==> src/rtl/backsub_mem_responder.sv <==
// Memory-side responder for the back-substitution solver bus: holds n, A, Y and x,
// answers solver reads combinationally, and controls the solver's reset release.
module backsub_mem_responder #(
    parameter int W     = 20,
    parameter int N_MAX = 8
) (
    input  logic         clk,
    input  logic         rst_n,
    input  logic         ld_en,
    input  logic [1:0]   ld_sel,
    input  logic [W-1:0] ld_i,
    input  logic [W-1:0] ld_j,
    input  logic [W-1:0] ld_data,
    input  logic         go,
    input  logic         clr,
    input  logic [2:0]   opcode,
    input  logic [W-1:0] i,
    input  logic [W-1:0] j,
    input  logic [W-1:0] out_data,
    input  logic         fin,
    output logic [W-1:0] in_data,
    output logic         solver_rst_n,
    output logic         busy,
    output logic         done,
    output logic [2:0]   err,
    input  logic [W-1:0] rd_i,
    output logic [W-1:0] rd_data,
    output logic [15:0]  cyc_cnt,
    output logic [7:0]   wr_cnt
);

    localparam int IW = (N_MAX > 1) ? $clog2(N_MAX) : 1;
    localparam logic [W-1:0] NMAX_W = W'(N_MAX);

    localparam logic [2:0] OP_GET_N = 3'b000;
    localparam logic [2:0] OP_RD_Y  = 3'b001;
    localparam logic [2:0] OP_RD_A  = 3'b010;
    localparam logic [2:0] OP_RD_X  = 3'b011;
    localparam logic [2:0] OP_WR_X  = 3'b100;

    localparam logic [1:0] SEL_N = 2'b00;
    localparam logic [1:0] SEL_Y = 2'b01;
    localparam logic [1:0] SEL_A = 2'b10;

    typedef enum logic [1:0] {
        ST_LOAD = 2'b00,
        ST_RUN  = 2'b01,
        ST_DONE = 2'b10
    } state_t;

    state_t state;

    logic [W-1:0] n_reg;
    logic [W-1:0] a_mem [N_MAX][N_MAX];
    logic [W-1:0] y_mem [N_MAX];
    logic [W-1:0] x_mem [N_MAX];

    logic [IW-1:0] i_idx, j_idx, ld_i_idx, ld_j_idx, rd_idx;
    logic          i_ok, j_ok, ld_i_ok, ld_j_ok, rd_ok;

    logic          ld_n_we, ld_y_we, ld_a_we, x_we, go_ok;
    logic [W-1:0]  n_next;
    logic          n_next_ok;
    logic [2:0]    err_set;

    // Solver indices are checked against the live n; host indices against array bounds.
    assign i_idx    = i[IW-1:0];
    assign j_idx    = j[IW-1:0];
    assign ld_i_idx = ld_i[IW-1:0];
    assign ld_j_idx = ld_j[IW-1:0];
    assign rd_idx   = rd_i[IW-1:0];

    assign i_ok    = (i < n_reg);
    assign j_ok    = (j < n_reg);
    assign ld_i_ok = (ld_i < NMAX_W);
    assign ld_j_ok = (ld_j < NMAX_W);
    assign rd_ok   = (rd_i < NMAX_W);

    always_comb begin
        ld_n_we   = 1'b0;
        ld_y_we   = 1'b0;
        ld_a_we   = 1'b0;
        x_we      = 1'b0;
        go_ok     = 1'b0;
        err_set   = 3'b000;
        n_next    = n_reg;
        n_next_ok = 1'b0;
        if (state == ST_LOAD) begin
            if (ld_en) begin
                case (ld_sel)
                    SEL_N: ld_n_we = 1'b1;
                    SEL_Y: begin
                        ld_y_we    = ld_i_ok;
                        err_set[1] = !ld_i_ok;
                    end
                    SEL_A: begin
                        ld_a_we    = ld_i_ok && ld_j_ok;
                        err_set[1] = !(ld_i_ok && ld_j_ok);
                    end
                    default: err_set[2] = 1'b1;
                endcase
            end
            // A load of n in the same cycle as go is seen by go.
            n_next    = ld_n_we ? ld_data : n_reg;
            n_next_ok = (n_next != '0) && (n_next <= NMAX_W);
            if (go) begin
                go_ok      = n_next_ok;
                err_set[0] = !n_next_ok;
            end
        end else if (state == ST_RUN) begin
            err_set[2] = ld_en;
            case (opcode)
                OP_GET_N: begin
                end
                OP_RD_Y, OP_RD_X: err_set[1] = !i_ok;
                OP_RD_A: err_set[1] = !(i_ok && j_ok);
                OP_WR_X: begin
                    x_we       = i_ok;
                    err_set[1] = !i_ok;
                end
                default: err_set[2] = 1'b1;
            endcase
        end
    end

    always_ff @(posedge clk) begin
        if (!rst_n) begin
            state        <= ST_LOAD;
            solver_rst_n <= 1'b0;
            busy         <= 1'b0;
            done         <= 1'b0;
        end else begin
            case (state)
                ST_LOAD: begin
                    if (go_ok) begin
                        state        <= ST_RUN;
                        solver_rst_n <= 1'b1;
                        busy         <= 1'b1;
                    end
                end
                ST_RUN: begin
                    if (fin) begin
                        state        <= ST_DONE;
                        solver_rst_n <= 1'b0;
                        busy         <= 1'b0;
                        done         <= 1'b1;
                    end
                end
                ST_DONE: begin
                    if (clr) begin
                        state <= ST_LOAD;
                        done  <= 1'b0;
                    end
                end
                default: begin
                    state        <= ST_LOAD;
                    solver_rst_n <= 1'b0;
                    busy         <= 1'b0;
                    done         <= 1'b0;
                end
            endcase
        end
    end

    always_ff @(posedge clk) begin
        if (!rst_n) begin
            n_reg <= '0;
            for (int r = 0; r < N_MAX; r++) begin
                y_mem[r] <= '0;
                for (int c = 0; c < N_MAX; c++) begin
                    a_mem[r][c] <= '0;
                end
            end
        end else begin
            if (ld_n_we) n_reg <= ld_data;
            if (ld_y_we) y_mem[ld_i_idx] <= ld_data;
            if (ld_a_we) a_mem[ld_i_idx][ld_j_idx] <= ld_data;
        end
    end

    // x is wiped at the start of every run so stale results never leak into readback.
    always_ff @(posedge clk) begin
        if (!rst_n) begin
            for (int r = 0; r < N_MAX; r++) begin
                x_mem[r] <= '0;
            end
        end else if (go_ok) begin
            for (int r = 0; r < N_MAX; r++) begin
                x_mem[r] <= '0;
            end
        end else if (x_we) begin
            x_mem[i_idx] <= out_data;
        end
    end

    always_ff @(posedge clk) begin
        if (!rst_n) begin
            cyc_cnt <= '0;
            wr_cnt  <= '0;
        end else if (go_ok) begin
            cyc_cnt <= '0;
            wr_cnt  <= '0;
        end else if (state == ST_RUN) begin
            if (cyc_cnt != 16'hFFFF) cyc_cnt <= cyc_cnt + 16'd1;
            if (x_we && (wr_cnt != 8'hFF)) wr_cnt <= wr_cnt + 8'd1;
        end
    end

    always_ff @(posedge clk) begin
        if (!rst_n) begin
            err <= 3'b000;
        end else begin
            err <= err | err_set;
        end
    end

    // Zero-latency read port: the solver samples in_data in the cycle it drives opcode.
    always_comb begin
        in_data = '0;
        if (state == ST_RUN) begin
            case (opcode)
                OP_GET_N: in_data = n_reg;
                OP_RD_Y:  if (i_ok) in_data = y_mem[i_idx];
                OP_RD_A:  if (i_ok && j_ok) in_data = a_mem[i_idx][j_idx];
                OP_RD_X:  if (i_ok) in_data = x_mem[i_idx];
                default:  in_data = '0;
            endcase
        end
    end

    assign rd_data = rd_ok ? x_mem[rd_idx] : '0;

endmodule

==> config.mk <==
export PLATFORM = sky130hd
export DESIGN_NAME = backsub_mem_responder
export DESIGN_NICKNAME = d
export VERILOG_FILES = /design/src/rtl/backsub_mem_responder.sv
export SDC_FILE = /design/constraint.sdc
export NUM_CORES = 2
export LEC_CHECK = 0
export BUFFER_PORTS_ARGS = -buffer_cell sky130_fd_sc_hd__buf_2
export CAP_MARGIN = 10
export CORE_UTILIZATION = 40
export DETAILED_ROUTE_END_ITERATION = 6
export HOLD_SLACK_MARGIN = 0.03
export PLACE_DENSITY_LB_ADDON = 0.2
export SETUP_SLACK_MARGIN = 0.3
export SLEW_MARGIN = 15
export SYNTH_ARGS = -nofsm -noshare
export SYNTH_HDL_FRONTEND = slang
export SYNTH_SLANG_ARGS = --single-unit
==> constraint.sdc <==
create_clock -name clk -period 6.7 [get_ports clk]
set_input_delay 1.34 -clock clk [delete_from_list [all_inputs] [get_ports clk]]
set_output_delay 1.34 -clock clk [all_outputs]
set_load 0.01 [all_outputs]
## Word level (Yosys, flattened, before mapping)

Memories as Yosys holds them, arrays and structs flattened.
Index checks and enable logic that the tools add are counted.

| operators by class | value |
|---|---|
| $add $sub $neg | 2 |
| order comparisons | 9 |
| equal/unequal tests | 13 |
| muxes and demuxes | 77 |
| bitwise logic cells | 14 |
| reduce and logical (&&, ||, !) cells | 26 |

Operators with widths:

| cell | number |
|---|---|
| 160-bit 2-to-1 mux | 3 |
| 20-bit 2-to-1 mux | 19 |
| 160-bit OR reduction | 1 |
| 20-bit one-hot mux with 4 select lines | 1 |
| 20-bit binary-select mux with 3-bit select | 1 |
| 20-bit demux with 3-bit select | 1 |
| 20-bit by 4-bit less-than comparator with 1-bit output, second input constant | 3 |
| 20-bit less-than comparator | 2 |
| 20-bit OR reduction | 2 |
| 1-bit 2-to-1 mux | 38 |
| 20-bit by 4-bit <= comparator with 1-bit output, second input constant | 1 |
| 20-bit nonzero test | 1 |
| 16-bit by 1-bit adder with 16-bit output, second input constant | 1 |
| 16-bit inequality test, second input constant | 1 |
| 2-bit 2-to-1 mux | 6 |
| 3-bit 2-to-1 mux | 3 |
| 3-bit AND reduction | 3 |
| 8-bit by 1-bit adder with 8-bit output, second input constant | 1 |
| 4-bit greater-or-equal comparator, second input constant | 2 |
| 8-bit inequality test, second input constant | 1 |
| 3-bit NOT with 4-bit output | 2 |
| 1-bit bitwise OR | 8 |
| 3-bit by 2-bit equality test with 1-bit output, second input constant | 2 |
| 2-bit inequality test, second input constant | 3 |
| other kinds (18) | 35 |

| word-level totals | value |
|---|---|
| flip-flop bits (word level) | 51 |
| memory bits (writable) | 1,600 |
| bits of input ports | 151 |
| memories kept | 3 |

Memories:

| name | words | width | rd ports | clocked after memory_dff | write ports | RTL line | source |
|---|---|---|---|---|---|---|---|
| a_mem | 8 | 160 | 1 | 0 | 8 | 54 | `logic [W-1:0] a_mem [N_MAX][N_MAX];` |
| x_mem | 8 | 20 | 2 | 0 | 8 | 56 | `logic [W-1:0] x_mem [N_MAX];` |
| y_mem | 8 | 20 | 1 | 0 | 8 | 55 | `logic [W-1:0] y_mem [N_MAX];` |

## Logic depth before layout (Yosys ltp)

| depth | value |
|---|---|
| word-level depth | 14 |
| mapped depth | 12 |
| gate-level depth less buffers | 9 |

## Worst setup path after synthesis

No wires, ideal clock.

| timing | value |
|---|---|
| path type | input to register |
| start | in ld_i[19] |
| end | mem a_mem[5][40] (netlist bit) (enable) |
| setup time | 0.425 ns |
| data arrival time | 4.354 ns |
| slack | 1.922 ns |
| stages on the path | 8 |
| buffers on the path | 2 |
| cells stage by stage | nor4_1 -> nand4_1 -> nor4_4 -> nand3_1 -> or3b_1 -> buf_6 -> buf_8 -> o21ai_0 |

RTL lines:

| item | RTL line | source |
|---|---|---|
| start, declared | 11 | `input logic [W-1:0] ld_i,` |
| end, declared | 54 |  |

## Worst setup path after layout

| timing | value |
|---|---|
| start | in i[1] |
| end | out in_data[14] |

| between the ends | value |
|---|---|
| cells in the longest elaborated chain, start to end | 7 |
| elaborated cells on any way between the ends | 13 |

RTL lines:

| item | RTL line | source |
|---|---|---|
| start, declared | 17 | `input logic [W-1:0] i,` |
| memory read 8 x 160 bit | n/a |  |
| 20-bit binary-select mux with 3-bit select | 224 | `OP_RD_A: if (i_ok && j_ok) in_data = a_mem[i_idx][j_idx];` |
| 20-bit 2-to-1 mux (not written as such) (2 in a row) | 224 |  |
| 20-bit 2-to-1 mux | 224 |  |
| 20-bit one-hot mux with 4 select lines (*) | 221 | `case (opcode)` |
| 20-bit 2-to-1 mux (*) | 220 | `if (state == ST_RUN) begin` |
| end, declared | 21 | `output logic [W-1:0] in_data,` |

Mark *: on every way between the ends. The rest lies on a longest branch, timed or not. The select of a mux whose other input is x is not followed.

==> out/summary.txt <==
layout net count -> 6,349
DIE AREA -> 197,000 um2
largest family of logic cells by synthesized area -> simple AND/OR/NAND/NOR gates
Ports -> 221
Switching Fraction -> 25.4%
part of the cycle the worst path needs -> 97.6%
synthesized net count -> 6,293
Syn Inst Count -> 6,098
Final GP Congestion -> 0.934
most common cell after layout, fill and taps aside -> edfxtp_1
type of origin of the critical path -> input pin
Distinct cells, synth -> 80
ys flop type -> edfxtp_1
adder-cell share of the synthesized area -> 0.706%
Die Wd -> 444 um
met2 usage -> 44.6%
worst-path cell chain -> buf_8 > nand3b_1 > buf_12 > buf_4 > o22ai_1 > nor3_1 > o21ai_0 > o21ai_0 > nand4_1 > o21ai_0 > buf_2
Root Buffer -> clkbuf_16
CP max-delay cell -> o21ai_0
RSZ-0062 raised after global routing -> no
grt met1 use -> 39.5%
Worst Skew -> 0.0535 ns
most frequent cells in the layout -> 1,600 x edfxtp_1, 1,439 x and2_1, 314 x o22ai_1
Max Fanout on Critical Path -> 56
Logic pwr share -> 9.0%
syn_area_per_cell -> 12.8 um2
reg2reg end -> x_mem[2][16]
Synth Area in Simple Gates -> 16.6%
Final ANT Viol Nets -> 0
Rows -> 161
Starting DRT DRC Count -> 8,163
data required time of the critical path -> 5.36 ns
Pre-antenna DRT Iters -> 6
VDD IR-drop max -> 0.000215 V
fraction of the mapped netlist area in compound gates -> 9.14%
Skew-Pair Late Insertion Delay -> 0.84 ns
Worst R2R Setup Slack -> 2.64 ns
Clk pin slew, worst setup/hold paths -> 0.06 ns
Reg2Reg Launch Point -> n_reg[2]
post-synthesis register bit count -> 1,651
post-route cell area -> 88,000 um2
hold crit path type -> flop to flop
clock power share -> 40.6%
global-route met3 utilization -> 6.53%
via/cell ratio -> 6.11
H-tree levels -> 4
Syn. warnings -> 0
first-pass GRT wire length -> 409 mm
Slew Viols, Final -> 0
vias -> 53,951
Reg power frac -> 50.4%
Biggest register -> a_mem
Rel. slew slack -> 4.74%
Post-Synth XOR/XNOR Area -> 0.270%
total CTS buffers -> 178
layout cell share with drive strength beyond 1 -> 18.4%
post-DP HPWL -> 181 mm
Crit Path Class -> input pin to primary output
CP endpoint kind -> primary output
Critical Path AT -> 5.20 ns
Min-Delay Endpoint -> err[0]
number of I/O port buffers -> 220
Switching Power -> 5.92 mW
placed inst area -> 82,600 um2
largest net degree at the start of global routing -> 166
number of max-cap violations -> 0
final hold vios -> 0
Fillers -> 17,261
reg2reg path depth -> 10
Starting Density -> 40.4%
Max Fclk -> 0.153 GHz
post-layout min period -> 6.54 ns
crit-path max cell delay -> 0.70 ns
biggest regs -> a_mem: 1280 flops, x_mem: 160 flops, y_mem: 160 flops
post-synthesis sequential area ratio -> 62.9%
asr flop ratio synth -> 0%
most used routing layer -> met2
vias in the first global route -> 52,054
gr usage total -> 29.3%
Core ar. -> 193,000 um2
GRT Residual Overflow -> 0
Hold Startpoint -> err[0]
final setup violation count -> 0
setup_tns -> 0 ns
Post-synth EDFFs -> 1,600
Pint -> 17.4 mW
initial antenna violation count -> 30
Setup Buffers After CTS -> 0
post-place setup slack -> 0.234 ns
hold path depth -> 1
Static Leakage -> 32.8 nW
outcome -> completed
CTS tree -> built
DRC -> 0
PwrDens -> 265 nW/um2
Slew @ Worst Pin -> 1.41 ns
setup ws final -> 0.163 ns
Area Growth Syn to Fin -> 12.9%
final wirelength -> 294 mm
worst-case clock buffer depth -> 3
CTS sink cnt -> 1,651
drt wl/cell -> 33.3 um
die height -> 444 um
CP most frequent cell -> o21ai_0
Mapped Area -> 78,000 um2
mux cell area share after synthesis -> 6.47%
max FFs per register -> 1,280
==> layout make-up <==
| cell class | instances | area [um2] | share of cell area [%] |
|---|---|---|---|
| Antenna cell | 6 | 15.0 | 0.0171 |
| Clock buffer | 231 | 4810 | 5.47 |
| Tap cell | 2526 | 3160 | 3.59 |
| Timing Repair Buffer | 514 | 3790 | 4.31 |
| Multi-Input combinational cell | 3776 | 26400 | 30.0 |
| Clock inverter | 93 | 602 | 0.684 |
| Sequential cell | 1651 | 49100 | 55.8 |
| Inverter | 33 | 129 | 0.146 |
==> cell families (layout without fill, tap and decap cells) <==
group	Yosys count	count (layout)
adder cells (fa/ha/maj)	44	44
XOR/XNOR	24	24
buffers and inverters	672	871
AND/OR/NAND/NOR	2229	2230
flip-flops	1651	1651
multiplexers	400	400
other	0	6
AO/OA/AOI/OAI	1078	1078
==> worst max-delay path, delay by kind of cell <==
| kind | cells | cell delay [ns] |
|---|---|---|
| AO/OA/AOI/OAI | 4 | 1.39 |
| buffers and inverters | 4 | 1.26 |
| AND/OR/NAND/NOR | 3 | 1.02 |
==> synth_stat cells (all sizes together) (40+ instances only) <==
cell | n | area [um2]
o21ai | 223 | 1120
a21oi | 134 | 671
edfxtp | 1600 | 48000
nand3 | 40 | 200
and3 | 170 | 1060
clkbuf | 463 | 1840
nor3 | 41 | 205
mux2i | 150 | 1500
ha | 44 | 551
o22ai | 314 | 1960
nand2 | 119 | 447
nor2 | 286 | 1120
and2 | 1449 | 9070
mux2 | 185 | 2080
mux4 | 65 | 1460
dfxtp | 51 | 1020
buf | 176 | 1050
o221ai | 100 | 876
==> timing repair <==
action	4_1_cts	5_1_grt
gates cloned	1	0
gates resized for setup	3	2
hold buffers	0	0
endpoints found under the setup margin	3	2
pin swaps	1	0
==> power groups by stage <==
stage	registers, mW	clock network [mW]	logic, mW
floorplan	12.0	0	0.992
global placement	12.0	0	2.05
detailed placement	12.0	0	2.06
CTS	11.8	9.51	2.07
global route	11.8	9.87	2.15
finish	11.8	9.47	2.11
==> worst max-delay path by stage <==
stage | start | endpoint | slack (ns) | cells after the start
6_report | i[1] | in_data[14] | 0.16 | 11
5_1_grt | i[2] | in_data[9] | 0.31 | 13
4_1_cts | i[1] | in_data[4] | 0.33 | 11
3_5_place_dp | i[2] | in_data[17] | 0.23 | 10
3_3_place_gp | i[1] | in_data[4] | 0.15 | 9
2_1_floorplan | ld_i[19] | a_mem[5][40] | 1.92 | 8
==> layer usage <==
layer,part of all wire (%),vias to the layer above
met5,0.034,-
met4,5.7,14
met3,10,726
met2,44,3217
met1,39,27361
li1,-,22633
==> stage by stage <==
step	power (mW)	cells	utilization (%)	hold slack, ns
2_1_floorplan	12.9	6098	-	0.470
3_3_place_gp	14.0	8499	42.7	0.451
3_5_place_dp	14.0	8499	42.7	0.455
4_1_cts	23.3	8824	45.5	0.472
5_1_grt	23.8	8824	45.5	0.491
6_report	23.4	8830	45.6	0.473
Power figures use the tool's default switching activity.
